===== src/rtl/fetch_pkg.sv =====
// ---------------------------------------------------------------------------
// fetch_pkg
// Shared types and constants for the RV32I fetch stage.
//   fetch_state_e    : fetch FSM state encoding
//   PC_INCR          : sequential PC step in bytes
//   NOP_INSN_DEFAULT : addi x0,x0,0, shown on inst when nothing is buffered
//   word_align()     : clears the two byte-offset bits of an address
// ---------------------------------------------------------------------------
package fetch_pkg;

    typedef enum logic [1:0] {
        FS_IDLE,
        FS_REQ,
        FS_WAIT,
        FS_DRAIN
    } fetch_state_e;

    localparam logic [31:0] PC_INCR          = 32'd4;
    localparam logic [31:0] NOP_INSN_DEFAULT = 32'h0000_0013;

    function automatic logic [31:0] word_align(input logic [31:0] addr);
        return {addr[31:2], 2'b00};
    endfunction

endpackage


===== src/rtl/fetch_pc_reg.sv =====
// ---------------------------------------------------------------------------
// fetch_pc_reg
// Program counter register with its next-PC selection (redirect, +4, hold).
// Ports:
//   clk, rst_n : clock, asynchronous active-low reset (PC <= RESET_VECTOR)
//   load       : take load_pc next cycle (has priority over advance)
//   load_pc    : redirect target, already word aligned by the caller
//   advance    : step the PC by PC_INCR (32-bit wrap, no flag)
//   pc         : current PC value
// ---------------------------------------------------------------------------
module fetch_pc_reg
    import fetch_pkg::*;
#(
    parameter logic [31:0] RESET_VECTOR = 32'h0000_0000
) (
    input  logic        clk,
    input  logic        rst_n,
    input  logic        load,
    input  logic [31:0] load_pc,
    input  logic        advance,
    output logic [31:0] pc
);

    logic [31:0] pc_d;

    always_comb begin
        pc_d = pc;
        if (load) begin
            pc_d = load_pc;
        end else if (advance) begin
            pc_d = pc + PC_INCR;
        end
    end

    always_ff @(posedge clk or negedge rst_n) begin
        if (!rst_n) begin
            pc <= RESET_VECTOR;
        end else begin
            pc <= pc_d;
        end
    end

endmodule


===== src/rtl/fetch_sequencer.sv =====
// ---------------------------------------------------------------------------
// fetch_sequencer
// Fetch stage controller: owns the PC, issues one outstanding instruction
// memory request at a time and buffers one fetched instruction for decode.
// Redirects from execute take priority and squash stale fetches.
// Ports:
//   clk, rst_n                 : clock, asynchronous active-low reset
//   redirect_valid/redirect_pc : branch/jump/trap target (bits [1:0] ignored)
//   imem_req/imem_addr         : fetch request and byte address
//   imem_gnt                   : request accepted this cycle
//   imem_rvalid/imem_rdata     : returned instruction word (no backpressure)
//   inst_valid/inst/inst_pc    : buffered instruction toward decode
//   dec_ready                  : decode consumes inst this cycle
//   fetch_pc                   : current PC register value
// Optional build macro FETCH_PERF_CNT_EN adds perf_fetched / perf_stall
// wrapping event counters.
// ---------------------------------------------------------------------------
module fetch_sequencer
    import fetch_pkg::*;
#(
    parameter logic [31:0] RESET_VECTOR = 32'h0000_0000,
    parameter logic [31:0] NOP_INSN     = NOP_INSN_DEFAULT
) (
    input  logic        clk,
    input  logic        rst_n,
    input  logic        redirect_valid,
    input  logic [31:0] redirect_pc,
    output logic        imem_req,
    output logic [31:0] imem_addr,
    input  logic        imem_gnt,
    input  logic        imem_rvalid,
    input  logic [31:0] imem_rdata,
    output logic        inst_valid,
    output logic [31:0] inst,
    output logic [31:0] inst_pc,
    input  logic        dec_ready,
`ifdef FETCH_PERF_CNT_EN
    output logic [31:0] perf_fetched,
    output logic [31:0] perf_stall,
`endif
    output logic [31:0] fetch_pc
);

    fetch_state_e state_q;
    fetch_state_e state_d;

    logic [31:0] pc_q;
    logic [31:0] req_pc_q;
    logic [31:0] inst_q;
    logic [31:0] inst_pc_q;
    logic        inst_valid_q;

    logic redirect_act;
    logic slot_free;
    logic pc_advance;
    logic capture;

    // A redirect arriving before the first request has been issued is ignored.
    assign redirect_act = redirect_valid && (state_q != FS_IDLE);

    // The buffer can take a new fetch if it is empty or being drained now.
    assign slot_free = !inst_valid_q || dec_ready;

    fetch_pc_reg #(
        .RESET_VECTOR(RESET_VECTOR)
    ) u_pc_reg (
        .clk    (clk),
        .rst_n  (rst_n),
        .load   (redirect_act),
        .load_pc(word_align(redirect_pc)),
        .advance(pc_advance),
        .pc     (pc_q)
    );

    always_ff @(posedge clk or negedge rst_n) begin
        if (!rst_n) begin
            state_q <= FS_IDLE;
        end else begin
            state_q <= state_d;
        end
    end

    // In WAIT the PC still equals the granted address, so stepping the PC
    // register yields req_pc + 4.
    always_comb begin
        state_d    = state_q;
        imem_req   = 1'b0;
        pc_advance = 1'b0;
        capture    = 1'b0;
        case (state_q)
            FS_IDLE: begin
                state_d = FS_REQ;
            end
            FS_REQ: begin
                imem_req = slot_free;
                if (slot_free && imem_gnt) begin
                    // A fetch granted alongside a redirect is already stale.
                    state_d = redirect_act ? FS_DRAIN : FS_WAIT;
                end
            end
            FS_WAIT: begin
                if (imem_rvalid) begin
                    state_d = FS_REQ;
                    if (!redirect_act) begin
                        capture    = 1'b1;
                        pc_advance = 1'b1;
                    end
                end else if (redirect_act) begin
                    state_d = FS_DRAIN;
                end
            end
            FS_DRAIN: begin
                if (imem_rvalid) begin
                    state_d = FS_REQ;
                end
            end
        endcase
    end

    always_ff @(posedge clk or negedge rst_n) begin
        if (!rst_n) begin
            req_pc_q <= RESET_VECTOR;
        end else if (imem_req && imem_gnt) begin
            req_pc_q <= pc_q;
        end
    end

    // Redirect squashes the buffered entry even when decode accepts it now.
    always_ff @(posedge clk or negedge rst_n) begin
        if (!rst_n) begin
            inst_valid_q <= 1'b0;
            inst_q       <= NOP_INSN;
            inst_pc_q    <= 32'h0000_0000;
        end else if (redirect_act) begin
            inst_valid_q <= 1'b0;
        end else if (capture) begin
            inst_valid_q <= 1'b1;
            inst_q       <= imem_rdata;
            inst_pc_q    <= req_pc_q;
        end else if (inst_valid_q && dec_ready) begin
            inst_valid_q <= 1'b0;
        end
    end

    assign imem_addr  = pc_q;
    assign fetch_pc   = pc_q;
    assign inst_valid = inst_valid_q;
    assign inst       = inst_valid_q ? inst_q : NOP_INSN;
    assign inst_pc    = inst_pc_q;

`ifdef FETCH_PERF_CNT_EN
    always_ff @(posedge clk or negedge rst_n) begin
        if (!rst_n) begin
            perf_fetched <= 32'd0;
            perf_stall   <= 32'd0;
        end else if (inst_valid_q) begin
            if (dec_ready) begin
                perf_fetched <= perf_fetched + 32'd1;
            end else begin
                perf_stall <= perf_stall + 32'd1;
            end
        end
    end
`endif

    // Read data while a request is being offered means the memory answered
    // something that was never granted. IDLE is exempt: a response to a
    // request abandoned by reset may still trickle in right after release.
    a_no_rvalid_in_req: assert property (
        @(posedge clk) disable iff (!rst_n)
        !(imem_rvalid && (state_q == FS_REQ))
    );

endmodule


===== config.mk =====
export PLATFORM = sky130hd
export DESIGN_NAME = fetch_sequencer
export DESIGN_NICKNAME = d
export VERILOG_FILES = /design/src/rtl/fetch_pkg.sv /design/src/rtl/fetch_pc_reg.sv /design/src/rtl/fetch_sequencer.sv
export SDC_FILE = /design/constraint.sdc
export NUM_CORES = 1
export LEC_CHECK = 0
export ABC_CLOCK_PERIOD_IN_PS = 5800
export BUFFER_PORTS_ARGS = -buffer_cell sky130_fd_sc_hd__buf_2
export CAP_MARGIN = 25
export CORE_ASPECT_RATIO = 0.7
export CORE_MARGIN = 1.5
export CORE_UTILIZATION = 54
export DETAILED_ROUTE_END_ITERATION = 10
export PLACE_DENSITY = 0.85
export SLEW_MARGIN = 20
export SYNTH_ARGS = -nofsm -noshare
export SYNTH_HDL_FRONTEND = slang
export SYNTH_SLANG_ARGS = --single-unit

===== constraint.sdc =====
create_clock -name clk -period 5.8 [get_ports clk]
set_input_delay 0 -clock clk [delete_from_list [all_inputs] [get_ports clk]]
set_output_delay 0 -clock clk [all_outputs]
set_load 0.05 [all_outputs]

==> results by stage, run 1 <==
Critical path:
- The critical path goes through inv_1 -> ha_1 -> nor2b_4 -> buf_4 -> nor2_4 -> buf_4 -> nand3_1 -> xor2_1 -> o21ai_1.
- The kind of start point of the critical path is a flop.
- The kind of capture point of the worst setup path is a flop.
- The reg-to-reg startpoint is state_q[1].
- The critical path start-end classification is flop to flop.
- The data arrival time of the worst path is 2.93 ns.
- The cell seen most often among critical-path stages is buf_4.
- Along the worst path, the maximum fanout reaches 64.
- The setup slack of the worst register-to-register path is 3.20 ns.
- The cell family with the largest share of critical-path delay is buffers and inverters.
- The reg-to-reg critical path endpoint is u_pc_reg.pc[18].
- The worst register-to-register path has a depth of 9.
- The critical path data required time is 6.13 ns.
- The buffer and inverter count on the worst path is 3.
- The highest cell delay on the worst timing path is 0.71 ns.
- Among all stages on the critical path, the largest delay is contributed by buf_4.

Routing:
- The detail route stage leaves a number of antenna-violating nets equal to 0.
- Summing over every cut layer, the via total after detailed routing is 4519.
- Before antenna repair, the detailed router went through 4 iterations.
- The number of design-rule violations left by the first detailed-router iteration is 190.
- The overall routed net length is 15200 µm.
- In the routed layout, each cell is associated on average with a via count of 5.28.
- The DRC violation count after routing is 0.
- In the final routed layout, each cell accounts on average for 17.7 µm.

Floorplan:
- 200 I/O pins were placed.
- The floorplan step defined a die boundary enclosing 11600 µm².
- The core region is 10500 µm².
- Measured along the x axis, the die boundary spans 128 µm.
- For this configuration, the core starts out at a cell density of 0.562.
- The number of rows in the core area is 31.
- In this run the vertical extent of the chip is 90.4 µm.

Synthesis:
- The number of synthesis warnings is 0.
- The share of synthesized area occupied by flip-flops and latches is 0.532.
- The distinct cell type count of the synthesized netlist is 44.
- The gate count after technology mapping is 484.
- Of all flip-flops after synthesis, the portion carrying an async set or reset was 1.00.
- The dominant register cell in the synthesized netlist is dfrtp_1.
- The summed instance area of the synthesized netlist is 5890 µm².
- Counting flops and latches in the post-synthesis netlist gives 125.
- Counting flops with a built-in enable in the synthesized netlist gives 0.
- The post-synthesis average cell area is 12.2 µm².

Final layout:
- The commonest non-fill, non-tap cell in the layout is buf_2.
- Fill cells in the final layout number 663.
- At the end of the flow, the number of nets in the layout was 785.
- In the layout the commonest cells are buf_2 (190), dfrtp_1 (122), mux2_2 (83).
- The area growth from synthesis to layout is 33.9%.
- In the final layout, the share of cells above drive strength 1 is 0.451.

CTS:
- The worst-case clock buffer depth is 2.
- The post-CTS resize count is 0.
- The H-tree generated during clock tree synthesis spans 4 levels.
- The clock net in this run drives a total of 125 sinks.
- The setup fix buffers added after clock tree synthesis is 0.
- The clock tree from TritonCTS is yes.
- The number of buffers added by the clock tree synthesis step is 17.
- The post-CTS clock slew at the launch and capture registers of the worst setup and hold paths is 0.05 ns.
- The tree is rooted in a clkbuf_16.
- For the worst-skew pair, the clock arrives at the later sink with an insertion delay of 0.41 ns.

Placed design:
- Routability-driven placement finished with a final weighted congestion of 0.792.
- Detailed placement finished with a half-perimeter wire length of 9020 µm.
- Port buffering added 191 buffers.

Run:
- The tool flagged a number of max-cap violations equal to 0.

Power:
- The analysis attributes to cell leakage a power of 3.79 nW.
- Dividing total power by cell area gives a power density of 633 nW/µm².
- The share of power burned in the clock network is 0.201.
- The fraction of power consumed by sequential logic is 0.335.
- Of the total power, the share spent switching nets is 0.480.
- The internal power of the cells totals 2.59 mW.
- IR analysis of the VDD net gives a maximum drop of 0.000512 V.
- The share of total power in combinational logic is 0.464.
- The analysis attributes to net switching a power of 2.40 mW.

STA:
- Adding up every negative setup slack in the final design gives 0 ns.
- On the final layout, the worst clock skew is 0.0104 ns.
- In the finished design, the share of the clock period the worst path needs comes to 0.449.
- The slew of the pin with the lowest slew margin is 0.915 ns.
- The post-route minimum period is 2.60 ns.
- The total of endpoints with negative setup slack in the final report is 0.
- Final hold analysis gives a worst-case slack of 0.0126 ns.
- Measured against its own limit, the worst slew margin works out to 0.389.
- The final hold violation count is 0.
- The count of final max-slew check failures is 0.
- Timing would allow up to 384 MHz.
- Setup repair after global routing left no endpoint under its margin.

Worst hold path:
- The class of the most critical hold timing path is primary input to flop.
- Counting instances, the worst hold path has a depth of 3.
- The startpoint of the tightest hold check path is dec_ready.
- The end of the worst hold path is inst_valid.

GRT:
- The via count of the first global-routing pass is 4604.
- The total congestion overflow is 0.
- Entering global routing, the biggest net connects 74 pins.
- The first-pass GRT wire length is 23700 µm.
- The all-layer global routing usage is 0.267.
- The initial antenna violation count is 1.

Status:
- The flow ran to the end, and the final reports show no timing, DRC or antenna violations.
-- worst min-delay path: stages --
cell      delay [ns]
buf_2           0.08
nand2b_1        0.19
a21oi_1         0.09
-- flip-flops by register name, indices dropped and copies added (netlist names) --
signal       flops
inst_q          32
inst_pc         30
req_pc_q        30
u_pc_reg.pc     30
state_q          2
inst_valid       1
-- logic make-up after synthesis --
| logic type | count (synthesis) | share of synthesized area |
|---|---|---|
| XOR/XNOR | 27 | 0.0402 |
| flip-flops | 125 | 0.532 |
| other | 1 | 0.000637 |
| AND/OR/NAND/NOR | 135 | 0.137 |
| multiplexers | 94 | 0.179 |
| adder cells (fa/ha/maj) | 5 | 0.0106 |
| buffers and inverters | 60 | 0.0667 |
| AO/OA/AOI/OAI | 37 | 0.0338 |
-- synth_stat cells (2+ instances only) --
| master | instances | area [µm²] |
|---|---|---|
| a21oi_1 | 4 | 20.0 |
| and2_1 | 31 | 194 |
| buf_2 | 5 | 25.0 |
| buf_4 | 43 | 323 |
| clkbuf_1 | 8 | 30.0 |
| dfrtp_1 | 122 | 3050 |
| dfstp_2 | 3 | 78.8 |
| ha_1 | 5 | 62.6 |
| inv_1 | 4 | 15.0 |
| mux2_1 | 9 | 101 |
| mux2_2 | 83 | 935 |
| mux2i_1 | 2 | 20.0 |
| nand2_1 | 40 | 150 |
| nand2b_1 | 6 | 37.5 |
| nand3_1 | 11 | 55.1 |
| nand3_2 | 3 | 30.0 |
| nand4_1 | 14 | 87.6 |
| nor2_1 | 10 | 37.5 |
| nor3_1 | 3 | 15.0 |
| nor4_4 | 2 | 42.5 |
| o21ai_0 | 19 | 95.1 |
| o21ai_1 | 10 | 50.1 |
| xnor2_1 | 4 | 35.0 |
| xor2_1 | 23 | 201 |
-- what timing repair did --
action	4_1_cts	5_1_grt
endpoints found under the setup margin	0	0
hold buffers	64	0
hold endpoints to repair	112	0
-- power groups by stage --
stage          combinational (mW)  clock (mW)  sequential (mW)
3_3_place_gp                 2.22           0             1.62
3_5_place_dp                 2.27           0             1.66
2_1_floorplan                1.26           0             2.24
6_report                     2.31        1.01             1.67
5_1_grt                      2.42        1.06             1.73
4_1_cts                      2.31        1.02             1.66
-- area by class of cell --
type	instances	area, µm²	area share
Antenna cell	1	2.50	0.000317
Multi-Input combinational cell	304	2390	0.303
Inverter	4	15.0	0.00190
Clock inverter	12	123	0.0155
Tap cell	132	165	0.0209
Sequential cell	125	3130	0.397
Timing Repair Buffer	258	1620	0.206
Clock buffer	20	437	0.0554
-- per-stage QoR --
step	worst slack (ns)	std cells	utilization	area (µm²)	power [mW]
floorplan	3.77	489	-	5910	3.50
global placement	3.35	759	0.638	6690	3.85
detailed placement	3.23	759	0.638	6690	3.93
CTS	3.20	855	0.753	7890	4.99
global route	2.97	856	0.753	7890	5.20
finish	3.20	856	0.753	7890	4.99
-- worst max-delay path by stage --
stage / start / to / slack, ns / cells after the start
final: state_q[1] / u_pc_reg.pc[18] / 3.20 / 9
after global routing: state_q[0] / u_pc_reg.pc[18] / 2.97 / 9
after CTS: state_q[1] / u_pc_reg.pc[18] / 3.20 / 9
after detailed placement: state_q[1] / u_pc_reg.pc[18] / 3.23 / 9
after global placement: state_q[0] / u_pc_reg.pc[18] / 3.35 / 9
after floorplan: u_pc_reg.pc[2] / u_pc_reg.pc[22] / 3.77 / 6
-- per-layer routing --
layer | vias up | global-route usage | part of all wire
met3 | 29 | 0.0616 | 0.065
met5 | - | 0 | 0
met4 | 0 | 0.105 | 0.021
met1 | 2215 | 0.322 | 0.41
met2 | 191 | 0.463 | 0.51
li1 | 2084 | - | -
Note: power is estimated with default switching activity, not from simulation.
==> inputs of run 2 (changes only) <==
- ABC_AREA: unset -> 1
- ABC_CLOCK_PERIOD_IN_PS: 5800 -> 2520
- CORE_UTILIZATION: 54 -> 52
- PLACE_DENSITY: 0.85 -> 0.81
- clock period: 5.8 -> 2.52 ns (I/O delays scaled with it)
==> run 2 against run 1 <==
Net effect:
- fmax increased by 17%
- register-to-register slack got worse by 2.9 ns
- critical path depth decreased by 1
- global-route usage is 1.8 points higher
- core utilization fell by 4.1 points
- first-iteration DRC count increased by 85%
- sequential cell count unchanged
- synthesized area rose by 8.4%
- die area grew 12%
- worst hold slack gained 0.022 ns
- largest power group unchanged
- cell area grew 7.0%
==> results by stage, run 2 <==
Status:
- The flow ran to the end, and the final reports show no timing, DRC or antenna violations.

Critical path:
- The cell at the slowest stage of the critical path is dlygate4sd3_1.
- The critical path data required time is 2.81 ns (-3.32 ns).
- The data arrival time of the worst path is 2.51 ns (-0.42 ns).
- The highest cell delay on the worst timing path came to 0.58 ns (-0.13 ns).
- The top fanout value on the critical path is 50 (-22%).
- The signal on the critical path passes through inv_1 -> ha_1 -> nor2_4 -> inv_2 -> nand3_2 -> buf_6 -> o21ai_0 -> dlygate4sd3_1.
- The critical path is of the flop to flop type.
- The worst setup path is captured at a flop.
- The kind of start point of the critical path is a flop.

STA:
- The final cycle utilization of the critical path is 0.883 (+0.434).
- The total of endpoints with negative setup slack in the final report came to 0 (unchanged).
- The final hold violation count is 0 (unchanged).
- The count of final max-slew check failures is 0 (unchanged).
- Setup repair after global routing left no endpoint under its margin.
- The final hold slack came to 0.0343 ns (+0.0217 ns).
- The total negative slack is 0 ns (unchanged).
- The maximum clock rate is 450 MHz (+17%).
- The relative max-transition margin is 0.541 (+0.151).
- The minimum setup slack in the final design is 0.295 ns (-2.90 ns).
- The post-route clock skew is 0.00769 ns (-0.00273 ns).
- The slew of the pin with the lowest slew margin is 0.689 ns (-0.226 ns).
- The post-route minimum period is 2.22 ns (-0.379 ns).

Power:
- The share of total power in combinational logic is 0.492 (+0.028).
- The switching part of the total came to 0.517 (+0.0363).
- The power density normalized to cell area is 1410 nW/µm² (+120%).
- The standby leakage power is 4.76 nW (+26%).
- The net load switching power is 6.13 mW (+160%).
- The internal power contribution is 5.74 mW (+120%).
- The fraction of power consumed by sequential logic is 0.318 (-0.017).
- The share of power burned in the clock network came to 0.190 (-0.011).
- The largest voltage drop on the vdd net is 0.000947 V (+85%).
- The power after layout is 11.9 mW (+140%).

GRT:
- The total congestion overflow is 0 (unchanged).
- The largest net degree at the start of global routing was 76 (+2.7%).
- The initial antenna violation count is 0 (-1).
- The first-pass GRT wire length is 28300 µm (+20%).
- The all-layer global routing usage came to 0.285 (+0.0182).
- The via count of the first global-routing pass was 5671 (+23%).

CTS:
- The root buffer cell chosen for the clock tree is clkbuf_16.
- The clock latency on the worst-skew pair is 0.41 ns (about the same).
- The number of buffers added by the clock tree synthesis step is 17 (unchanged).
- The depth of the CTS H-tree came to 4 (unchanged).
- The total number of clock tree sinks is 125 (unchanged).
- The post-CTS clock slew at the launch and capture registers of the worst setup and hold paths is 0.05 ns (about the same).
- The worst-case clock buffer depth is 2 (unchanged).
- TritonCTS built the clock tree.

Final layout:
- The commonest non-fill, non-tap cell in the layout is nand2_1.
- Compared with the post-synthesis result, the final layout area differs by 32.3%.
- The diode insertion count for antenna repair is 0 (-1).
- The final net count was 1143 (+46%).
- The most flop-heavy register is inst_q.
- The layout cell share with drive strength beyond 1 was 0.241 (-0.210).
- The final standard cell count with taps included and fillers excluded came to 1236 (+44%).
- The top cell types in the final layout, fill and taps aside, are nand2_1 (369), buf_2 (190), dfrtp_1 (122).
- The utilization after layout came to 0.712 (-0.0408).
- The cell area after layout is 8440 µm² (+7.0%).
- The number of flip-flops under the largest register name came to 32 (unchanged).

Routing:
- The number of design-rule violations left by the first detailed-router iteration is 351 (+85%).
- The number of iterations in the first detailed-routing pass came to 6 (+2).
- The final routed wire length divided by cell count came to 14.4 µm (-18%).
- The via-per-instance ratio is 4.98 (-5.6%).
- The DRC violation count after routing is 0 (unchanged).
- The count of antenna-violating nets left after detailed routing is 0 (unchanged).
- The overall routed net length is 17800 µm (+18%).
- The via count is 6158 (+36%).

Synthesis:
- Yosys instantiated no cell more often than nand2_1.
- The gate count after technology mapping is 844 (+74%).
- The dominant register cell in the synthesized netlist is dfrtp_1.
- dfrtp_1 takes more of the synthesized area than any other cell.
- Sorting the synthesized cells by how often they occur yields nand2_1 (369), dfrtp_1 (122), inv_1 (78).
- The top cell type's share of synthesized area came to 0.478 (-0.0400).
- The share of synthesized area occupied by flip-flops and latches is 0.491 (-0.0411).
- The summed instance area of the synthesized netlist was 6380 µm² (+8.4%).
- Sorting the synthesized cells by area gives the leading types as dfrtp_1 (48%), nand2_1 (22%), buf_4 (4.7%).
- The distinct cell type count of the synthesized netlist is 34 (-23%).
- The post-synthesis average cell area is 7.56 µm² (-38%).
- The number of enable-type register cells in the synthesized netlist was 0 (unchanged).
- The number of synthesis warnings is 0 (unchanged).
- The register bit count reported by yosys is 125 (unchanged).
- The async set or reset register ratio after synthesis is 1.00 (unchanged).

Floorplan:
- The die outline width came to 135 µm (+5.9%).
- The die area came to 13000 µm² (+12%).
- The number of rows in the core area is 33 (+6.5%).
- The I/O pin count is 200 (unchanged).
- The die height is 95.7 µm (+5.9%).
- The effective utilization at floorplan is 0.539 (-0.0238).
- The total core area was 11900 µm² (+13%).

Placed design:
- The placer congestion estimate is 0.883 (+11%).
- The HPWL after detailed placement is 11400 µm (+27%).
- The instance area after placement is 7250 µm² (+8.4%).
- The total of buffers placed on input and output ports is 191 (unchanged).
- The instance count after placement with tap cells included was 1141 (+50%).
- The worst slack after detailed placement is 0.524 ns (-2.71 ns).

Worst hold path:
- The class of the most critical hold timing path is primary input to flop.

Run:
- The number of violations of the max-capacitance limit is 0 (unchanged).
-- run 2: cell count changes after synthesis, sizes merged, moves of 23 or more --
cell	delta
and2	-31
inv	+76
mux2	-90
nand2	+330
nand3	+23
nor2	+51
-- run 2: metal layers --
metal / global-route usage / wire length, µm
met5: 0 / 0
met4: 0.0780 / 240
met3: 0.0732 / 1750
met2: 0.461 / 8080
met1: 0.386 / 7780
-- run 2: final cells by class --
| cell class | count | area, µm² |
|---|---|---|
| multi-input cells | 574 | 2520 |
| clock buffers | 23 | 478 |
| well taps | 157 | 196 |
| inverters | 80 | 300 |
| repair buffers | 270 | 1750 |
| fillers | 906 | 3410 |
| flip-flops and latches | 125 | 3130 |
| clock inverters | 7 | 65.1 |
-- run 2: logic make-up after synthesis --
kind of cell / count (synthesis) / share of synthesized area
xor gates and xnor gates: 2 / 0.00275
DFF: 125 / 0.491
muxes: 2 / 0.00353
adders and majority gates: 5 / 0.00980
and+or+nand+nor: 483 / 0.311
buffers and inverters: 150 / 0.117
other: 1 / 0.000588
AOI/OAI and AO/OA: 76 / 0.0655
-- run 2: worst paths after layout --
path,startpoint,end,slack [ns],depth (start not counted)
max,state_q[1],inst_valid,0.30,8
min,imem_rvalid,state_q[1],0.03,4
max reg2reg,state_q[1],inst_valid,0.30,8
min reg2reg,req_pc_q[9],inst_pc[9],0.46,2
max in group asynchronous,rst_n,inst_q[1],1.59,3
min in group asynchronous,rst_n,u_pc_reg.pc[20],0.16,2
-- run 2: power groups by stage --
stage | Sequential [mW] | Combinational [mW] | Clock [mW]
after global routing | 3.90 | 6.29 | 2.37
final | 3.77 | 5.84 | 2.26
after global placement | 3.73 | 5.63 | 0
after detailed placement | 3.77 | 5.71 | 0
after CTS | 3.75 | 5.82 | 2.28
after floorplan | 5.15 | 3.16 | 0
-- run 2: worst max-delay path, delay by kind of cell (launching register included) --
kind | cells | cell delay, ns
DFF | 1 | 0.40
and+or+nand+nor | 2 | 0.27
adders and majority gates | 1 | 0.21
AOI/OAI and AO/OA | 1 | 0.14
buffers and inverters | 4 | 1.08
-- run 2: what timing repair did --
item                                    in CTS  in global routing
hold buffers                                65                  0
gates resized for setup                      0                  1
buffers inserted                             0                  0
endpoints found under the hold margin      134                  0
endpoints found under the setup margin       0                  1
==> inputs of run 3 (changes only) <==
- ABC_CLOCK_PERIOD_IN_PS: 2520 -> 2400
- CTS_CLUSTER_SIZE: unset -> 28
- clock period: 2.52 -> 2.4 ns (I/O delays scaled with it)
==> run 3 against run 2 <==
Net effect:
- cell area up 1.9%
- sequential cell count unchanged
- power up 10%
- core utilization up 1.4 points
==> results by stage, run 3 (same netlist as run 2, synthesis figures left out) <==
Routing:
- The count of antenna-violating nets left after detailed routing is 0 (unchanged).
- The via count is 6150 (-0.13%).
- The overall routed net length came to 17900 µm (+0.60%).
- The DRC violation count after routing is 0 (unchanged).
- The via-per-instance ratio is 4.96 (-0.37%).
- The number of iterations in the first detailed-routing pass is 5 (-1).
- The number of design-rule violations left by the first detailed-router iteration is 430 (+23%).
- The final routed wire length divided by cell count was 14.5 µm (+0.36%).

Critical path:
- Walking the worst path, the cells encountered are inv_1 -> ha_1 -> inv_1 -> nor3_4 -> buf_4 -> nand2_1 -> nand2_1.
- The setup slack of the worst register-to-register path is 0.24 ns (-0.05 ns).
- The worst setup path is captured at a flop.
- The top fanout value on the critical path is 33 (-34%).
- On the critical path, the stage with the largest delay is an instance of nor3_4.
- The worst setup path is of the flop to flop kind.
- The critical path data required time is 2.74 ns (-0.07 ns).
- The data arrival time of the worst path is 2.50 ns (about the same).
- The highest cell delay on the worst timing path is 0.57 ns (about the same).
- The kind of start point of the critical path is a flop.

Run:
- The number of violations of the max-capacitance limit is 0 (unchanged).

Placed design:
- The HPWL after detailed placement came to 11500 µm (+0.55%).
- The worst slack after detailed placement came to 0.295 ns (-0.229 ns).
- The instance area after placement is 7270 µm² (+0.38%).
- The total of buffers placed on input and output ports is 191 (unchanged).
- The placer congestion estimate is 0.946 (+7.1%).

GRT:
- The via count of the first global-routing pass is 5729 (+1.0%).
- The total congestion overflow is 0 (unchanged).
- The all-layer global routing usage is 0.286 (+0.000653).
- The initial antenna violation count was 0 (unchanged).
- The largest net degree at the start of global routing came to 67 (-12%).
- The first-pass GRT wire length is 28400 µm (+0.44%).

Final layout:
- The library cell used most frequently in the layout, excluding fill and tap cells, is nand2_1.
- The final net count is 1144 (+0.087%).
- The most flop-heavy register is inst_q.
- The diode insertion count for antenna repair is 0 (unchanged).
- The library cells used most frequently in the layout, excluding fill and tap cells, are nand2_1 (369), buf_2 (190), dfrtp_1 (122).
- The number of flip-flops under the largest register name came to 32 (unchanged).
- The cell area after layout is 8600 µm² (+1.9%).
- Relative to the synthesized area, the layout overhead comes to 34.8%.
- The layout cell share with drive strength beyond 1 is 0.247 (+0.00580).

Floorplan:
- The number of rows in the core area came to 33 (unchanged).
- The effective utilization at floorplan is 0.539 (unchanged).
- The die outline width is 135 µm (unchanged).
- The die height is 95.7 µm (unchanged).
- The total core area came to 11900 µm² (unchanged).
- The I/O pin count is 200 (unchanged).
- The die area is 13000 µm² (unchanged).

STA:
- The total of endpoints with negative setup slack in the final report is 0 (unchanged).
- Setup repair after global routing left no endpoint under its margin.
- The maximum clock rate is 464 MHz (+3.1%).
- The final hold violation count is 0 (unchanged).
- The minimum setup slack in the final design was 0.243 ns (-0.0526 ns).
- The post-route minimum period is 2.16 ns (-0.0674 ns).
- The relative max-transition margin is 0.576 (+0.0353).
- The slew of the pin with the lowest slew margin is 0.634 ns (-0.0550 ns).
- The post-route clock skew is 0.0106 ns (+0.00294 ns).
- The final cycle utilization of the critical path is 0.899 (+0.0161).
- The total negative slack is 0 ns (unchanged).
- The final hold slack is 0.0183 ns (-0.0160 ns).
- The count of final max-slew check failures came to 0 (unchanged).

CTS:
- The setup fix buffers added after clock tree synthesis is 0 (unchanged).
- The number of buffers added by the clock tree synthesis step is 17 (unchanged).
- The worst-case clock buffer depth was 2 (unchanged).
- The post-CTS resize count is 0 (unchanged).
- The clock latency on the worst-skew pair was 0.41 ns (about the same).
- The total number of clock tree sinks is 125 (unchanged).
- The root cell of the clock tree is clkbuf_16.
- The depth of the CTS H-tree is 4 (unchanged).
- TritonCTS built the clock tree.
- The post-CTS clock slew at the launch and capture registers of the worst setup and hold paths is 0.05 ns (about the same).

Worst hold path:
- The path class of the tightest hold or removal check is primary input to flop.

Power:
- The power after layout was 13.1 mW (+10%).
- The largest voltage drop on the vdd net came to 0.00117 V (+24%).
- The internal power contribution is 6.62 mW (+15%).
- The share of power burned in the clock network is 0.226 (+0.036).
- The power density normalized to cell area is 1520 nW/µm² (+8.2%).
- The switching part of the total is 0.494 (-0.0226).
- The fraction of power consumed by sequential logic is 0.302 (-0.016).
- The net load switching power is 6.46 mW (+5.4%).
- The share of total power in combinational logic is 0.472 (-0.020).
- The standby leakage power is 4.85 nW (+1.8%).

Status:
- The flow ran to the end, and the final reports show no timing, DRC or antenna violations.
[run 3: cell count changes in the layout (fill, tap and decap cells not counted), sizes merged]
cell | before | now
clkinv | 4 | 3
dlygate4sd3 | 65 | 64
bufinv | 1 | 6
clkbuf | 23 | 21
buf | 205 | 207
[run 3: final timing paths]
check,startpoint,endpoint,depth (start not counted)
max in group asynchronous,rst_n,u_pc_reg.pc[15],3
min in group asynchronous,rst_n,u_pc_reg.pc[24],2
worst max-delay path,state_q[0],inst_q[8],7
worst max register to register,state_q[0],inst_q[8],7
worst min-delay path,imem_rvalid,state_q[1],4
worst min register to register,req_pc_q[4],inst_pc[4],2
[run 3: metrics by stage]
stage | cells | utilization
finish | 1239 | 0.726
global route | 1239 | 0.726
CTS | 1239 | 0.726
detailed placement | 1143 | 0.614
global placement | 1143 | 0.614
floorplan | 849 | -
[run 3: worst max-delay path: cells and delay by family (launching register included)]
family,cells,cell delay (ns)
AND/OR/NAND/NOR,3,0.79
buffers and inverters,3,0.67
flip-flops,1,0.40
adder cells (fa/ha/maj),1,0.22
[run 3: area by class of cell]
type	count	area, µm²
clock buffers	21	480
inverters	80	300
multi-input cells	574	2520
repair buffers	271	1760
flip-flops and latches	125	3130
clock inverters	11	210
fillers	872	3250
well taps	157	196
[run 3: layer usage]
layer	vias up	global-route usage	routed length, µm
met4	0	0.0869	190
met3	21	0.0737	1750
met2	299	0.460	8190
met1	2829	0.384	7810
met5	-	0	0
li1	3001	-	-
[run 3: power by group through the flow]
| stage | registers [mW] | clock network, mW | logic [mW] |
|---|---|---|---|
| detailed placement | 3.95 | 0 | 6.03 |
| floorplan | 5.41 | 0 | 3.32 |
| global route | 4.09 | 3.11 | 6.65 |
| finish | 3.96 | 2.96 | 6.17 |
| global placement | 3.91 | 0 | 5.95 |
| CTS | 3.93 | 2.98 | 6.17 |
[run 3: timing repair]
action / in CTS / in global routing
endpoints found under the hold margin: 138 / 0
setup endpoints to repair: 0 / 0
hold buffers: 64 / 0
